<file path="config.mk">
export PLATFORM = sky130hd
export DESIGN_NAME = asat_adder_arbiter
export DESIGN_NICKNAME = d
export VERILOG_FILES = /design/src/rtl/asat_arb_pkg.sv /design/src/rtl/asat_rsp_fifo.sv /design/src/rtl/asat_adder_arbiter.sv
export SDC_FILE = /design/constraint.sdc
export NUM_CORES = 1
export LEC_CHECK = 0
export CORE_AREA = 4 4 213 215
export CTS_CLUSTER_DIAMETER = 40
export CTS_CLUSTER_SIZE = 20
export DETAILED_ROUTE_END_ITERATION = 10
export DIE_AREA = 0 0 217 219
export PLACE_DENSITY_LB_ADDON = 0.12
export SETUP_SLACK_MARGIN = 0.1
export SYNTH_ARGS = -nofsm -noshare
export SYNTH_HDL_FRONTEND = slang
export SYNTH_SLANG_ARGS = --single-unit
</file>
<file path="constraint.sdc">
create_clock -name clk -period 4.3 [get_ports clk]
set_clock_uncertainty 0.05 [all_clocks]
set_input_delay 0.43 -clock clk [delete_from_list [all_inputs] [get_ports clk]]
set_output_delay 0.43 -clock clk [all_outputs]
set_load 0.01 [all_outputs]
</file>
<file path="src/rtl/asat_arb_pkg.sv">
// Shared types for the round-robin adder arbiter: response and tag records.
// Struct widths follow ASAT_NUM_REQ/ASAT_DW; keep them equal to the top's NUM_REQ/DW.
package asat_arb_pkg;

  localparam int ASAT_NUM_REQ = 4;
  localparam int ASAT_DW      = 32;
  localparam int ID_W         = (ASAT_NUM_REQ > 1) ? $clog2(ASAT_NUM_REQ) : 1;

  typedef struct packed {
    logic [ID_W-1:0]           id;
    logic signed [ASAT_DW-1:0] sum;
  } rsp_t;

  typedef struct packed {
    logic            vld;
    logic [ID_W-1:0] id;
  } tag_t;

  function automatic logic [ID_W-1:0] rr_next(input logic [ID_W-1:0] id, input int n);
    return (int'(id) + 1 >= n) ? '0 : id + ID_W'(1);
  endfunction

endpackage

</file>
<file path="src/rtl/asat_rsp_fifo.sv">
// Response FIFO with registered head/valid; the head entry never changes while
// it is presented and not popped.
module asat_rsp_fifo
  import asat_arb_pkg::*;
#(
  parameter int DEPTH = 4
) (
  input  logic                       clk,
  input  logic                       rst,
  input  logic                       push_i,
  input  rsp_t                       push_data_i,
  input  logic                       pop_i,
  output logic [$clog2(DEPTH+1)-1:0] count_o,
  output logic                       valid_o,
  output rsp_t                       head_o
);

  localparam int PW = (DEPTH > 1) ? $clog2(DEPTH) : 1;
  localparam int CW = $clog2(DEPTH+1);

  rsp_t          mem_q [DEPTH];
  logic [PW-1:0] rd_q, wr_q, rd_d;
  logic [CW-1:0] cnt_q, cnt_d;
  logic          do_pop;

  function automatic logic [PW-1:0] ptr_inc(input logic [PW-1:0] p);
    return (int'(p) == DEPTH-1) ? '0 : p + PW'(1);
  endfunction

  assign do_pop  = pop_i && (cnt_q != '0);
  assign rd_d    = do_pop ? ptr_inc(rd_q) : rd_q;
  assign cnt_d   = cnt_q + CW'(push_i) - CW'(do_pop);
  assign count_o = cnt_q;

  always_ff @(posedge clk) begin
    if (rst) begin
      rd_q    <= '0;
      wr_q    <= '0;
      cnt_q   <= '0;
      valid_o <= 1'b0;
      head_o  <= '0;
    end else begin
      if (push_i) begin
        mem_q[wr_q] <= push_data_i;
        wr_q        <= ptr_inc(wr_q);
      end
      rd_q    <= rd_d;
      cnt_q   <= cnt_d;
      valid_o <= (cnt_d != '0);
      // The next head may be the entry being written this very cycle.
      if (cnt_d != '0) begin
        if (push_i && (wr_q == rd_d)) head_o <= push_data_i;
        else                          head_o <= mem_q[rd_d];
      end
    end
  end

endmodule

</file>
<file path="src/rtl/asat_adder_arbiter.sv">
// Round-robin sharing of one external pipelined 3-input adder among NUM_REQ requesters.
// Optional macro ASAT_ARB_STATS_EN adds saturating grant/stall counters.
module asat_adder_arbiter
  import asat_arb_pkg::*;
#(
  parameter int NUM_REQ    = ASAT_NUM_REQ,
  parameter int DW         = ASAT_DW,
  parameter int ADD_LAT    = 2,
  parameter int FIFO_DEPTH = 4
) (
  input  logic                  clk,
  input  logic                  rst,
  input  logic [NUM_REQ-1:0]    req_valid,
  output logic [NUM_REQ-1:0]    req_ready,
  input  logic [NUM_REQ*DW-1:0] req_a,
  input  logic [NUM_REQ*DW-1:0] req_b,
  input  logic [NUM_REQ*DW-1:0] req_c,
  output logic signed [DW-1:0]  add_a,
  output logic signed [DW-1:0]  add_b,
  output logic signed [DW-1:0]  add_c,
  output logic                  add_rst,
  input  logic signed [DW-1:0]  add_s,
  output logic                  rsp_valid,
  input  logic                  rsp_ready,
  output logic [ID_W-1:0]       rsp_id,
  output logic signed [DW-1:0]  rsp_sum
`ifdef ASAT_ARB_STATS_EN
  ,
  output logic [NUM_REQ*16-1:0] stat_grants,
  output logic [15:0]           stat_stall
`endif
);

  localparam int CW = 8;

  logic signed [DW-1:0] a_arr [NUM_REQ];
  logic signed [DW-1:0] b_arr [NUM_REQ];
  logic signed [DW-1:0] c_arr [NUM_REQ];

  for (genvar g = 0; g < NUM_REQ; g++) begin : g_unpack
    assign a_arr[g] = req_a[g*DW +: DW];
    assign b_arr[g] = req_b[g*DW +: DW];
    assign c_arr[g] = req_c[g*DW +: DW];
  end

  // Stage 0 is aligned with the add_* operand registers, stage ADD_LAT with add_s.
  tag_t                            tag_p_q [ADD_LAT+1];
  logic [ID_W-1:0]                 rr_q, win_id, idx;
  logic                            found, credit_ok, issue, pop, push;
  logic [CW-1:0]                   inflight;
  logic [$clog2(FIFO_DEPTH+1)-1:0] fifo_cnt;
  rsp_t                            push_data, head;

  assign add_rst = rst;
  assign pop     = rsp_valid & rsp_ready;

  always_comb begin
    found  = 1'b0;
    win_id = '0;
    idx    = '0;
    for (int i = 0; i < NUM_REQ; i++) begin
      idx = ID_W'((int'(rr_q) + i) % NUM_REQ);
      if (!found && req_valid[idx]) begin
        found  = 1'b1;
        win_id = idx;
      end
    end
  end

  always_comb begin
    inflight = '0;
    for (int k = 0; k <= ADD_LAT; k++) begin
      inflight = inflight + CW'(tag_p_q[k].vld);
    end
  end

  // A pop in the same cycle frees the slot the new issue will eventually need.
  assign credit_ok = (inflight + CW'(fifo_cnt) + CW'(1)) <= (CW'(FIFO_DEPTH) + CW'(pop));
  assign issue     = !rst && found && credit_ok;
  assign req_ready = issue ? (NUM_REQ'(1) << win_id) : '0;

  always_ff @(posedge clk) begin
    if (rst) begin
      rr_q  <= '0;
      add_a <= '0;
      add_b <= '0;
      add_c <= '0;
      for (int k = 0; k <= ADD_LAT; k++) tag_p_q[k] <= '0;
    end else begin
      if (issue) begin
        add_a <= a_arr[win_id];
        add_b <= b_arr[win_id];
        add_c <= c_arr[win_id];
        rr_q  <= rr_next(win_id, NUM_REQ);
      end
      tag_p_q[0] <= '{vld: issue, id: win_id};
      for (int k = 1; k <= ADD_LAT; k++) tag_p_q[k] <= tag_p_q[k-1];
    end
  end

  // ---- result capture ----
  assign push      = tag_p_q[ADD_LAT].vld;
  assign push_data = '{id: tag_p_q[ADD_LAT].id, sum: add_s};

  asat_rsp_fifo #(
    .DEPTH (FIFO_DEPTH)
  ) u_fifo (
    .clk         (clk),
    .rst         (rst),
    .push_i      (push),
    .push_data_i (push_data),
    .pop_i       (pop),
    .count_o     (fifo_cnt),
    .valid_o     (rsp_valid),
    .head_o      (head)
  );

  assign rsp_id  = head.id;
  assign rsp_sum = head.sum;

`ifdef ASAT_ARB_STATS_EN
  logic [15:0] grant_q [NUM_REQ];
  logic [15:0] stall_q;

  function automatic logic [15:0] sat_inc16(input logic [15:0] v);
    return (v == 16'hFFFF) ? v : v + 16'd1;
  endfunction

  always_ff @(posedge clk) begin
    if (rst) begin
      for (int i = 0; i < NUM_REQ; i++) grant_q[i] <= '0;
      stall_q <= '0;
    end else begin
      if (issue) grant_q[win_id] <= sat_inc16(grant_q[win_id]);
      if ((|req_valid) && !credit_ok) stall_q <= sat_inc16(stall_q);
    end
  end

  for (genvar g = 0; g < NUM_REQ; g++) begin : g_stat
    assign stat_grants[g*16 +: 16] = grant_q[g];
  end
  assign stat_stall = stall_q;
`endif

endmodule

</file>
==> key figures <==
Routing
  – Post-DR vias/cell: 5.29
  – Vias: 12.8k
  – Total wire length: approximately 57000 um
  – # DRC: 0
  – DR pass1 iterations: 5
  – Routed len/inst: about 24 um
  – First DRT Iteration DRCs: 815
  – Final antenna-violating net count: 0

Die
  – DIE HEIGHT: approximately 220 um
  – Die ar.: 47500 sq um
  – Initial Utilization: 0.321
  – Core box area: 43700 sq um
  – Die width: 217 um
  – Boundary Pins: approximately 560
  – Rows: 77

Synth
  – XOR/XNOR share of the synthesized area: 0.00401
  – Post-Synthesis Cells: 1269
  – Asr flop ratio synth: 0
  – Synth Area in Adders: 0.0167
  – Post-synthesis mux area share: 0.0748
  – Synth cell types: 40
  – Seq cells post-synth: about 290
  – Synth warnings: 0
  – Main combinational cell family by area after synthesis: compound AO/OA/AOI/OAI gates
  – Post-Syn Area: around 14000 sq um
  – Number of enable flip-flop cells after synthesis: 136
  – Simple-gate share of the synthesized area: 0.168
  – Compound-Gate Fraction of Synth Area: 0.186
  – Sequential element share of the synthesized area: 0.503
  – Most common flop cell mapped by yosys: dfxtp_1
  – Post-Syn Nets: 1709
  – Post-synthesis area per instance: approximately 11 sq um

Timing
  – Crit share post-route: 0.930
  – Final setup viols: 0
  – Max-Slew Margin vs Limit: 0.319
  – Crit path time final: 4.00 ns
  – Final hold viol count: 0
  – Max Slew Vio Count: 0
  – Fmax: 250 MHz
  – RSZ-0062 raised after global routing: false
  – Setup Total Neg Slack: 0 ns
  – Worst slew pin tran: approximately 1.0 ns

Place
  – I/O Buffers: 558
  – Post-DP HPWL: 39600 um
  – Placed Area: 20100 sq um
  – Routability Congestion: 0.879

Final layout
  – Share of cells above drive strength 1: 0.0745
  – Nets: 2205
  – Post-layout instance area: 22100 sq um
  – Area grow syn2layout: 57.2%

Min path
  – Hold crit path type: in2reg

Pwr
  – Pleak: 8.99 nW
  – Worst vdd ir: ~300 uV
  – Pwr dens: 574 nW/um^2

Clock network
  – Clk root buf: clkbuf_16
  – Bufs on Longest Clock Path: 3
  – Sink Count: 285
  – Clk_lat worst skew: 0.58 ns
  – Clock slew at reported path FFs: 0.05 ns
  – Setup bufs post-CTS: 0
  – H-tree Lvls: 2
  – TritonCTS Buffers: 54
  – CTS tree: built

Critical path
  – Crit. End Element: output pin
  – Most frequent cell on the critical path: inv_1
  – Setup CP Type: reg2out
  – Worst path max stage delay: 0.60 ns
  – Setup crit start kind: flip-flop
  – Critical path cell sequence: inv_1 > ha_1 > inv_1 > fa_1 > a21o_1 > a211oi_1 > and3_1 > clkdlybuf4s50_1
  – CP required: about 3.8 ns
  – Crit-path max FO: 4
  – CP Data Arrival Time: 3.52 ns
  – Slowest CP cell: a211oi_1

Job
  – Max_cap viols: 0

Global route
  – Initial antenna violation count: 10
  – Aggregate global routing overflow: 0
  – Number of global-route vias before repair: 13.0k
  – First-pass GRT wire length: roughly 83000 um
  – GRT Total Usage: 0.229
  – Largest net degree at the start of global routing: between 150 and 200

Status
  – Status: finished clean
-- sequential cells by signal (all words and copies together), names as in the netlist --
signal / count
u_fifo.rd_q: 2
u_fifo.mem_q: 136
add_a: 32
add_c: 32
tag_p_q: 9
u_fifo.head_o: 34
add_b: 32
u_fifo.count_o: 3
u_fifo.wr_q: 2
u_fifo.valid_o: 1
rr_q: 2
-- what timing repair did --
| item | 4_1_cts | 5_1_grt |
|---|---|---|
| hold buffers | 0 | 0 |
| resized for setup | 0 | 1 |
| hold endpoints to repair | 0 | 0 |
| setup endpoints to repair | 0 | 1 |
-- report_power, final --
part | leakage [nW] | internal [mW] | switching [mW]
logic | 5.56 | 2.12 | 2.22
clock network | 0.967 | 3.03 | 1.53
registers | 2.46 | 3.44 | 0.344
total | 8.99 | 8.59 | 4.09
-- layout make-up --
cell class / instances / area (sq um)
inverters: 17 / 70.1
multi-input cells: 826 / 6400
flip-flops and latches: 285 / 7070
well taps: 592 / 741
clock inverters: 38 / 543
fillers: 4042 / 21600
clock buffers: 64 / 1440
repair buffers: 581 / 5810
diodes: 10 / 25.0
-- worst max-delay path, delay by kind of cell, from the launching register on --
kind / cells / cell delay, ns
AO/OA/AOI/OAI: 2 / 0.80
adder cells (fa/ha/maj): 2 / 0.75
buffers and inverters: 3 / 0.73
flip-flops: 1 / 0.37
AND/OR/NAND/NOR: 1 / 0.28
-- synth_stat cells (2+ instances only) --
cell      number  area, sq um
and3_1       195         1220
a211oi_1     194         1460
dfxtp_1      149         2980
edfxtp_1     136         4080
mux2i_1      105         1050
clkbuf_1     100          375
nand3b_1      97          728
o31ai_1       96          721
and2_1        40          250
a221o_1       35          350
buf_2         26          130
ha_1          14          175
nor2_1        14         52.6
inv_1         13         48.8
nor2b_1        8         50.1
buf_1          7         26.3
buf_4          5         37.5
inv_2          4         15.0
buf_6          3         33.8
fa_1           3         60.1
nand2_1        3         11.3
a21o_1         2         15.0
a21oi_1        2         10.0
nand2b_1       2         12.5
-- final timing paths --
path	from	endpoint	slack, ns	depth (start not counted)
setup / recovery	tag_p_q[0][8]	req_ready[2]	0.30	8
hold / removal	rst	u_fifo.wr_q[0]	0.26	2
setup reg to reg	u_fifo.count_o[1]	u_fifo.head_o[23]	0.73	14
hold reg to reg	tag_p_q[0][0]	tag_p_q[0][3]	0.36	1
-- per-layer routing --
metal | GRT usage | vias to the layer above | wire length (um)
li1 | - | 5988 | -
met1 | 0.270 | 6223 | 22400
met2 | 0.403 | 450 | 29200
met3 | 0.0586 | 92 | 3600
met4 | 0.0814 | 0 | 1780
met5 | 0 | - | 0
-- layout by cell type, fill, tap and decap left out, types with 13 or more instances in the layout --
| master | count |
|---|---|
| and3_1 | 195 |
| edfxtp_1 | 136 |
| dfxtp_1 | 149 |
| nor2_1 | 13 |
| and2_1 | 40 |
| a221o_1 | 34 |
| ha_1 | 14 |
| mux2i_1 | 104 |
| nand3b_1 | 97 |
| clkdlybuf4s50_1 | 557 |
| clkbuf_16 | 55 |
| inv_1 | 13 |
| o31ai_1 | 96 |
| a211oi_1 | 194 |
| buf_4 | 20 |
-- stage by stage --
stage	cells	total power [mW]	setup slack, ns	utilization	hold WS (ns)
after global placement	2301	8.17	0.605	0.459	0.370
after global routing	2412	13.3	0.112	0.505	0.262
final	2413	12.7	0.303	0.505	0.259
after CTS	2403	12.8	0.178	0.504	0.247
after detailed placement	2301	8.18	0.518	0.459	0.378
after floorplan	1269	5.83	1.19	-	0.364
-- kinds of logic (layout without fill, tap and decap cells) --
family / count (synthesis) / count (layout)
AO/OA/AOI/OAI: 335 / 335
XOR/XNOR: 4 / 4
adder cells (fa/ha/maj): 17 / 17
buffers and inverters: 158 / 700
flip-flops: 285 / 285
multiplexers: 105 / 105
other: 0 / 10
AND/OR/NAND/NOR: 365 / 365
Note: power is estimated with default switching activity, not from simulation.
